File: src/rtl/serial_paralelo.sv
// -----------------------------------------------------------------------------
// serial_paralelo
//
// Purpose:
//   Serial-to-parallel receive stage. Samples a 1-bit MSB-first stream on
//   clk_32f and looks for COM symbols (8'hBC) to find byte alignment.
//   COM_COUNT consecutive aligned COMs establish lock (ACTIVE). In ACTIVE, every
//   received byte is presented on data_out with a one-cycle byte_strobe.
//   valid_out marks non-COM bytes, so COM bytes act as idle fill.
//
// Optional feature (macro SP_LOSS_OF_SYNC_EN):
//   When defined, LOS_COUNT consecutive all-zero bytes in ACTIVE drop lock
//   back to SEARCH. When undefined, ACTIVE is left only through reset.
//
// Ports:
//   clk_32f     in   bit clock; all logic runs on its rising edge
//   reset       in   synchronous, active-low (0 = reset, 1 = run)
//   data_in     in   serial bit, MSB of each byte first
//   data_out    out  [7:0] last byte received in ACTIVE, held between strobes
//   valid_out   out  1 when data_out is a non-COM byte
//   byte_strobe out  one-cycle pulse when data_out/valid_out update
//   active      out  1 while locked (state ACTIVE)
// -----------------------------------------------------------------------------
module serial_paralelo #(
    parameter int COM_COUNT = 4
`ifdef SP_LOSS_OF_SYNC_EN
    ,
    parameter int LOS_COUNT = 4
`endif
) (
    input  logic       clk_32f,
    input  logic       reset,
    input  logic       data_in,
    output logic [7:0] data_out,
    output logic       valid_out,
    output logic       byte_strobe,
    output logic       active
);

    localparam logic [7:0] COM_SYMBOL = 8'hBC;
    localparam logic [4:0] COM_TARGET = 5'(COM_COUNT);
`ifdef SP_LOSS_OF_SYNC_EN
    localparam logic [4:0] LOS_TARGET = 5'(LOS_COUNT);
`endif

    typedef enum logic [1:0] {
        ST_SEARCH,
        ST_ALIGN,
        ST_ACTIVE
    } state_t;

    state_t      state_q, state_d;
    logic [7:0]  sr_q, sr_d;
    logic [2:0]  bit_cnt_q, bit_cnt_d;
    logic [3:0]  bc_cnt_q, bc_cnt_d;
    logic [7:0]  data_out_q, data_out_d;
    logic        valid_out_q, valid_out_d;
    logic        byte_strobe_q, byte_strobe_d;
    logic        active_q, active_d;
`ifdef SP_LOSS_OF_SYNC_EN
    logic [3:0]  los_cnt_q, los_cnt_d;
    logic [3:0]  los_inc;
`endif

    logic [7:0]  win;
    logic        win_is_com;
    logic        boundary;
    logic [3:0]  bc_inc;

    always_comb begin
        // The window already includes the bit being sampled on this edge.
        win        = {sr_q[6:0], data_in};
        win_is_com = (win == COM_SYMBOL);
        boundary   = (bit_cnt_q == 3'd7);
        bc_inc     = (bc_cnt_q == 4'hF) ? 4'hF : bc_cnt_q + 4'd1;
`ifdef SP_LOSS_OF_SYNC_EN
        los_inc    = (los_cnt_q == 4'hF) ? 4'hF : los_cnt_q + 4'd1;
        los_cnt_d  = los_cnt_q;
`endif

        sr_d          = win;
        bit_cnt_d     = bit_cnt_q + 3'd1;   // wraps 7 -> 0 on its own
        bc_cnt_d      = bc_cnt_q;
        state_d       = state_q;
        data_out_d    = data_out_q;
        valid_out_d   = valid_out_q;
        byte_strobe_d = 1'b0;

        case (state_q)
            ST_SEARCH: begin
                // Bit-by-bit hunt; the byte counter stays parked at 0 so a
                // found COM puts the next bit at position 0.
                bit_cnt_d = 3'd0;
                if (win_is_com) begin
                    bc_cnt_d = 4'd1;
                    state_d  = (COM_COUNT == 1) ? ST_ACTIVE : ST_ALIGN;
                end
            end

            ST_ALIGN: begin
                if (boundary) begin
                    if (win_is_com) begin
                        if ({1'b0, bc_cnt_q} + 5'd1 == COM_TARGET) begin
                            state_d = ST_ACTIVE;
                        end else begin
                            bc_cnt_d = bc_inc;
                        end
                    end else begin
                        // Misaligned byte: restart the hunt from the next bit.
                        state_d  = ST_SEARCH;
                        bc_cnt_d = 4'd0;
                    end
                end
            end

            ST_ACTIVE: begin
                if (boundary) begin
                    data_out_d    = win;
                    valid_out_d   = !win_is_com;
                    byte_strobe_d = 1'b1;
`ifdef SP_LOSS_OF_SYNC_EN
                    if (win == 8'h00) begin
                        if ({1'b0, los_cnt_q} + 5'd1 >= LOS_TARGET) begin
                            // Lock lost: this zero byte is swallowed.
                            state_d       = ST_SEARCH;
                            data_out_d    = data_out_q;
                            valid_out_d   = 1'b0;
                            byte_strobe_d = 1'b0;
                            bc_cnt_d      = 4'd0;
                            los_cnt_d     = 4'd0;
                            bit_cnt_d     = 3'd0;
                        end else begin
                            los_cnt_d = los_inc;
                        end
                    end else begin
                        los_cnt_d = 4'd0;
                    end
`endif
                end
            end

            default: begin
                state_d = ST_SEARCH;
            end
        endcase

        active_d = (state_d == ST_ACTIVE);
    end

    always_ff @(posedge clk_32f) begin
        if (!reset) begin
            state_q       <= ST_SEARCH;
            sr_q          <= 8'h00;
            bit_cnt_q     <= 3'd0;
            bc_cnt_q      <= 4'd0;
            data_out_q    <= 8'h00;
            valid_out_q   <= 1'b0;
            byte_strobe_q <= 1'b0;
            active_q      <= 1'b0;
`ifdef SP_LOSS_OF_SYNC_EN
            los_cnt_q     <= 4'd0;
`endif
        end else begin
            state_q       <= state_d;
            sr_q          <= sr_d;
            bit_cnt_q     <= bit_cnt_d;
            bc_cnt_q      <= bc_cnt_d;
            data_out_q    <= data_out_d;
            valid_out_q   <= valid_out_d;
            byte_strobe_q <= byte_strobe_d;
            active_q      <= active_d;
`ifdef SP_LOSS_OF_SYNC_EN
            los_cnt_q     <= los_cnt_d;
`endif
        end
    end

    assign data_out    = data_out_q;
    assign valid_out   = valid_out_q;
    assign byte_strobe = byte_strobe_q;
    assign active      = active_q;

endmodule

File: config.mk
export PLATFORM = sky130hd
export DESIGN_NAME = serial_paralelo
export DESIGN_NICKNAME = d
export VERILOG_FILES = /design/src/rtl/serial_paralelo.sv
export SDC_FILE = /design/constraint.sdc
export NUM_CORES = 1
export LEC_CHECK = 0
export ABC_CLOCK_PERIOD_IN_PS = 1700
export BUFFER_PORTS_ARGS = -buffer_cell sky130_fd_sc_hd__buf_4
export CAP_MARGIN = 30
export CORE_MARGIN = 4
export CORE_UTILIZATION = 54
export CTS_BUF_LIST = sky130_fd_sc_hd__clkbuf_16
export DETAILED_ROUTE_END_ITERATION = 6
export PLACE_DENSITY = 0.81
export SLEW_MARGIN = 20
export SYNTH_ARGS = -nofsm -noshare
export SYNTH_HDL_FRONTEND = slang
export SYNTH_SLANG_ARGS = --single-unit
File: constraint.sdc
create_clock -name clk_32f -period 1.7 [get_ports clk_32f]
set_clock_uncertainty 0.05 [all_clocks]
set_input_delay 0.085 -clock clk_32f [delete_from_list [all_inputs] [get_ports clk_32f]]
set_output_delay 0.085 -clock clk_32f [all_outputs]
set_load 0.05 [all_outputs]
==> Yosys cells after proc, flatten, opt, wreduce, memory -nomap -nowiden <==
Cells that the tools add are included.
{ "word_totals": {"register_bits": 27, "inputBits": 3, "output_inout_bits": 11, "wordCells": 41} }
{ "op_classes": {"addsub": 3, "eq_ne": 10, "mux": 12, "bitwise_logic": 1, "reduce_logical": 7} }
{ "ops": {"columns": ["op", "count"], "rows": [
  ["4-bit 2-to-1 mux", 5],
  ["8-bit equality test, second input constant", 1],
  ["2-bit 2-to-1 mux", 4],
  ["4-bit case mux with 2 select lines", 1],
  ["2-bit case mux with 3 select lines", 1],
  ["4-bit by 1-bit adder with 5-bit output, second input constant", 1],
  ["5-bit by 3-bit equality test with 1-bit output, second input constant", 1],
  ["4-bit by 1-bit adder with 4-bit output, second input constant", 1],
  ["2-bit equality test, second input constant", 2],
  ["4-bit equality test, second input constant", 1],
  ["2-bit inequality test, second input constant", 2],
  ["2-bit AND reduction", 2],
  ["4-bit AND reduction", 1],
  ["3-bit by 1-bit adder with 3-bit output, second input constant", 1],
  ["3-bit equality test, second input constant", 1],
  ["3-bit inequality test, second input constant", 1],
  ["2-bit by 1-bit equality test with 1-bit output, second input constant", 1],
  ["2-bit logical NOT", 1],
  ["2-bit nonzero test", 1],
  ["2-bit OR reduction", 1],
  ["1-bit logical NOT", 1],
  ["1-bit 2-to-1 mux", 1],
  ["1-bit NOT", 1]
]} }

==> Longest topological paths before layout <==
{ "logic_depth": {"depth_word": 7, "mapped_depth": 7, "mapped_depth_nobuf": 6} }

==> Least setup slack after synthesis <==
No wires, ideal clock.
{ "synth_timing": {"path_kind": "register -> register", "start": "register bit_cnt_q[0]", "end": "register active_q, in the netlist active", "setup_time_ns": 0.076, "arrival_time_ns": 1.311, "t_required_ns": 1.574, "path_slack_ns": 0.264, "stages_incl_launch_ff": 7, "path_buffers": 0, "path_cell_list": "dfxtp_1 ha_1 ha_1 nand3b_1 nor3_1 nand2_1 a21boi_0"} }
{ "synth_between": {"elab_chain_len": 4} }
{ "synth_lines": {"columns": ["element", "line_no", "rtl"], "rows": [
  ["start: declaration", "54", "logic [2:0] bit_cnt_q, bit_cnt_d;"],
  ["start signal: assignment", "166", "bit_cnt_q <= bit_cnt_d;"],
  ["3-bit equality test", "74", "boundary = (bit_cnt_q == 3'd7);"],
  ["named net boundary", "67", "logic boundary;"],
  ["2-bit 2-to-1 mux", "101", "if (boundary) begin"],
  ["2-bit case mux with 3 select lines", "89", "case (state_q)"],
  ["2-bit equality test", "147", "active_d = (state_d == ST_ACTIVE);"],
  ["end signal: assignment", "171", "active_q <= active_d;"],
  ["end: declaration", "59", "logic active_q, active_d;"]
]} }
The timed path passes the listed nets, and every way through them passes these cells.
A chain may end at the register's enable or synchronous reset.

==> Worst setup path in the final report <==
{ "layout_timing": {"start": "register sr_q[0]", "end": "register bc_cnt_q[3]"} }
{ "layout_between": {"elab_chain_len": 4, "elab_cells_between_ends": 7} }
{ "layout_lines": {"columns": ["element", "line_no", "rtl"], "rows": [
  ["start: declaration", "53", "logic [7:0] sr_q, sr_d;"],
  ["start signal: assignment", "165", "sr_q <= sr_d;"],
  ["8-bit equality test (*)", "73", "win_is_com = (win == COM_SYMBOL);"],
  ["4-bit 2-to-1 mux", "102", "if (win_is_com) begin"],
  ["4-bit 2-to-1 mux", "101", null],
  ["4-bit case mux with 2 select lines", "89", null],
  ["end signal: assignment", "167", "bc_cnt_q <= bc_cnt_d;"],
  ["end: declaration", "55", "logic [3:0] bc_cnt_q, bc_cnt_d;"]
]} }
Mark *: on every way between the ends. The rest lies on a longest branch, timed or not. The select of a mux whose other input is x is not followed.

==> results.cfg <==
[place]
gp_congestion = 0.8201
portBuffers = 13
hpwl_um = 1453

[worst_setup_path]
worstPathMaxFanout = 4
cp-end-kind = register
critPathKind = register to register
required_ns = 1.80
critPathTopFamily = simple AND/OR/NAND/NOR gates
path_buf_inv = 0
max_stage_delay_ns = 0.50
worst_setup_path_start_kind = register
arrival_ns = 1.68
crit_chain = nand4bb_1 -> or4_4 -> a32oi_1 -> nor2b_1
slowest_stage = or4_4

[clock_tree]
clock_sinks = 27
cts_buffers = 3
postCtsSetupRepairBufs = 0
cts_root_buf = clkbuf_16
cts_buffer_depth = 2
h-tree-depth = 1
clk_pin_slew_ns = 0.06
insertion_delay_ns = 0.26
cts_tree = done
cts_hold_buf = 0

[logic_synthesis]
syn_nets = 121
synth_edf_count = 0
synth_seq_cells = 27
yosys_warnings = 0
async_reset_ff_frac = 0
syn-cell-area_um2 = 1097
synth.yosys.seq_area_share = 0.4926
avgSynthCellArea_um2 = 9.542
synthCells = 115
synth_flop_cell = dfxtp_1
yosysUniqueCellTypes = 33

[grt]
met1_usage = 0.2028
grt_pass1_vias = 784
use_met3 = 0.03380
top_usage_layer = met2
grt_max_degree = 27
track_usage = 0.1677
grt_util_met2 = 0.2851
grt_overflow = 0
grt_pass1_wl_um = 3491
antenna_found_initial = 0

[power]
ir_drop_mv = 0.7919
cellLeakagePower_nw = 0.5598
total_power_w = 0.001188
power_density_nw_per_um2 = 895.7

[cells_and_area]
post_route_cells_drive_above_1_share = 0.2061
final_cell_mix = 27 x dfxtp_1, 23 x nand2_1, 16 x buf_4, 10 x a21boi_0, 9 x and2_1
postLayoutCoreUtil = 0.6830
diodes = 0
final_common_cell = dfxtp_1
nNetsFinal = 138
area_growth_pct = 20.87

[floorplanning]
core_um2 = 1942
io_pins = 14
start_util = 0.5651
row_count = 16
die-height_um = 53.08
design.die.area_um2 = 2817
chipWidth_um = 53.08

[outcome]
status = finished clean

[route]
drc = 0
drt_first_pass_iters = 4
routedWlPerCell_um = 13.30
final_antenna_net_count = 0
drtIter0Drc = 6
routed_via_density = 5.449
vias = 861
routed_wirelength_um = 2101

[min_path]
hp-class = input pin to register

[run]
drv_cap = 0

[timing]
slew_headroom = 0.8278
setup_viol = 0
slew_viol_final = 0
fmaxAchievable_mhz = 632.1
tightest_slew_ns = 0.2548
finalCritPeriodShare = 0.9306
period_needed_ns = 1.582
hold_viol = 0
-- cells in the mapped netlist (all sizes together), types with 2 or more instances --
| library cell | n | area (µm²) |
|---|---|---|
| and4b | 2 | 21.27 |
| nor3b | 2 | 15.01 |
| a22oi | 2 | 15.01 |
| dfxtp | 27 | 540.5 |
| ha | 3 | 37.54 |
| o21ai | 2 | 10.01 |
| nand2b | 3 | 18.77 |
| nor3 | 2 | 10.01 |
| nor2b | 2 | 12.51 |
| clkbuf | 4 | 15.01 |
| nand3b | 2 | 15.01 |
| nand2 | 23 | 86.33 |
| inv | 2 | 7.510 |
| nor2 | 2 | 7.510 |
| and2 | 10 | 63.81 |
| a21boi | 11 | 82.58 |
| a21oi | 3 | 15.01 |
-- path summary, 6_finish.rpt --
kind	startpoint	end	slack (ns)	cells after the start
setup reg to reg	sr_q[0]$_SDFF_PN0_	bc_cnt_q[3]$_SDFFE_PN0P_	0.12	4
setup / recovery	sr_q[0]$_SDFF_PN0_	bc_cnt_q[3]$_SDFFE_PN0P_	0.12	4
hold / removal	data_in	sr_q[0]$_SDFF_PN0_	0.006	2
hold reg to reg	bit_cnt_q[0]$_SDFF_PP0_	bit_cnt_q[0]$_SDFF_PP0_	0.38	1
-- layer usage --
metal	share of wire	vias up
met5	0	-
met4	0.026	0
met3	0.040	6
met2	0.50	21
met1	0.43	402
li1	-	432
-- layout make-up --
class,instances,area (µm²)
inverters,2,7.507
clock inverters,1,5.005
clock buffers,3,75.07
repair buffers,16,120.1
fillers,160,615.6
well taps,27,33.78
multi-input cells,82,544.3
flip-flops and latches,27,540.5
-- stage by stage --
step / std cells / TNS, ns / area [µm²] / hold slack [ns] / worst slack [ns]
finish: 158 / 0 / 1326 / 0.005593 / 0.1179
global route: 158 / -0.006137 / 1326 / 0.02737 / -0.006137
CTS: 158 / 0 / 1316 / 0.004452 / 0.1020
detailed placement: 154 / 0 / 1236 / 0.2721 / 0.1673
global placement: 154 / 0 / 1236 / 0.2670 / 0.2386
floorplan: 115 / 0 / 1097 / 0.1567 / 0.2639
-- kinds of logic (layout without fill, tap and decap cells) --
kind of cell    Yosys count  after routing  share of synthesized area
compound gates           24             24                     0.1574
fa+ha+maj                 3              3                    0.03421
buf+inv                   6             22                    0.02052
flops                    27             27                     0.4926
simple gates             55             55                     0.2953
-- power by group --
part / total, W / switching, W / internal (W)
sequential: 0.000640 / 0.00000356 / 0.000636
clock: 0.000529 / 0.000212 / 0.000317
combinational: 0.0000194 / 0.00000931 / 0.0000101
total: 0.00119 / 0.000225 / 0.000963
-- repair_timing --
item                                   in CTS  in global routing
setup endpoints to repair                   0                  4
resized for setup                           0                  2
endpoints found under the hold margin       0                  0
-- registers in the layout, indices dropped and copies added, names as in the netlist --
register and cells:
bit_cnt_q 3, byte_strobe 1, active 1, state_q 2
bc_cnt_q 4, valid_out 1, data_out 8, sr_q 7
No activity file was read; power rests on OpenSTA's default activity.
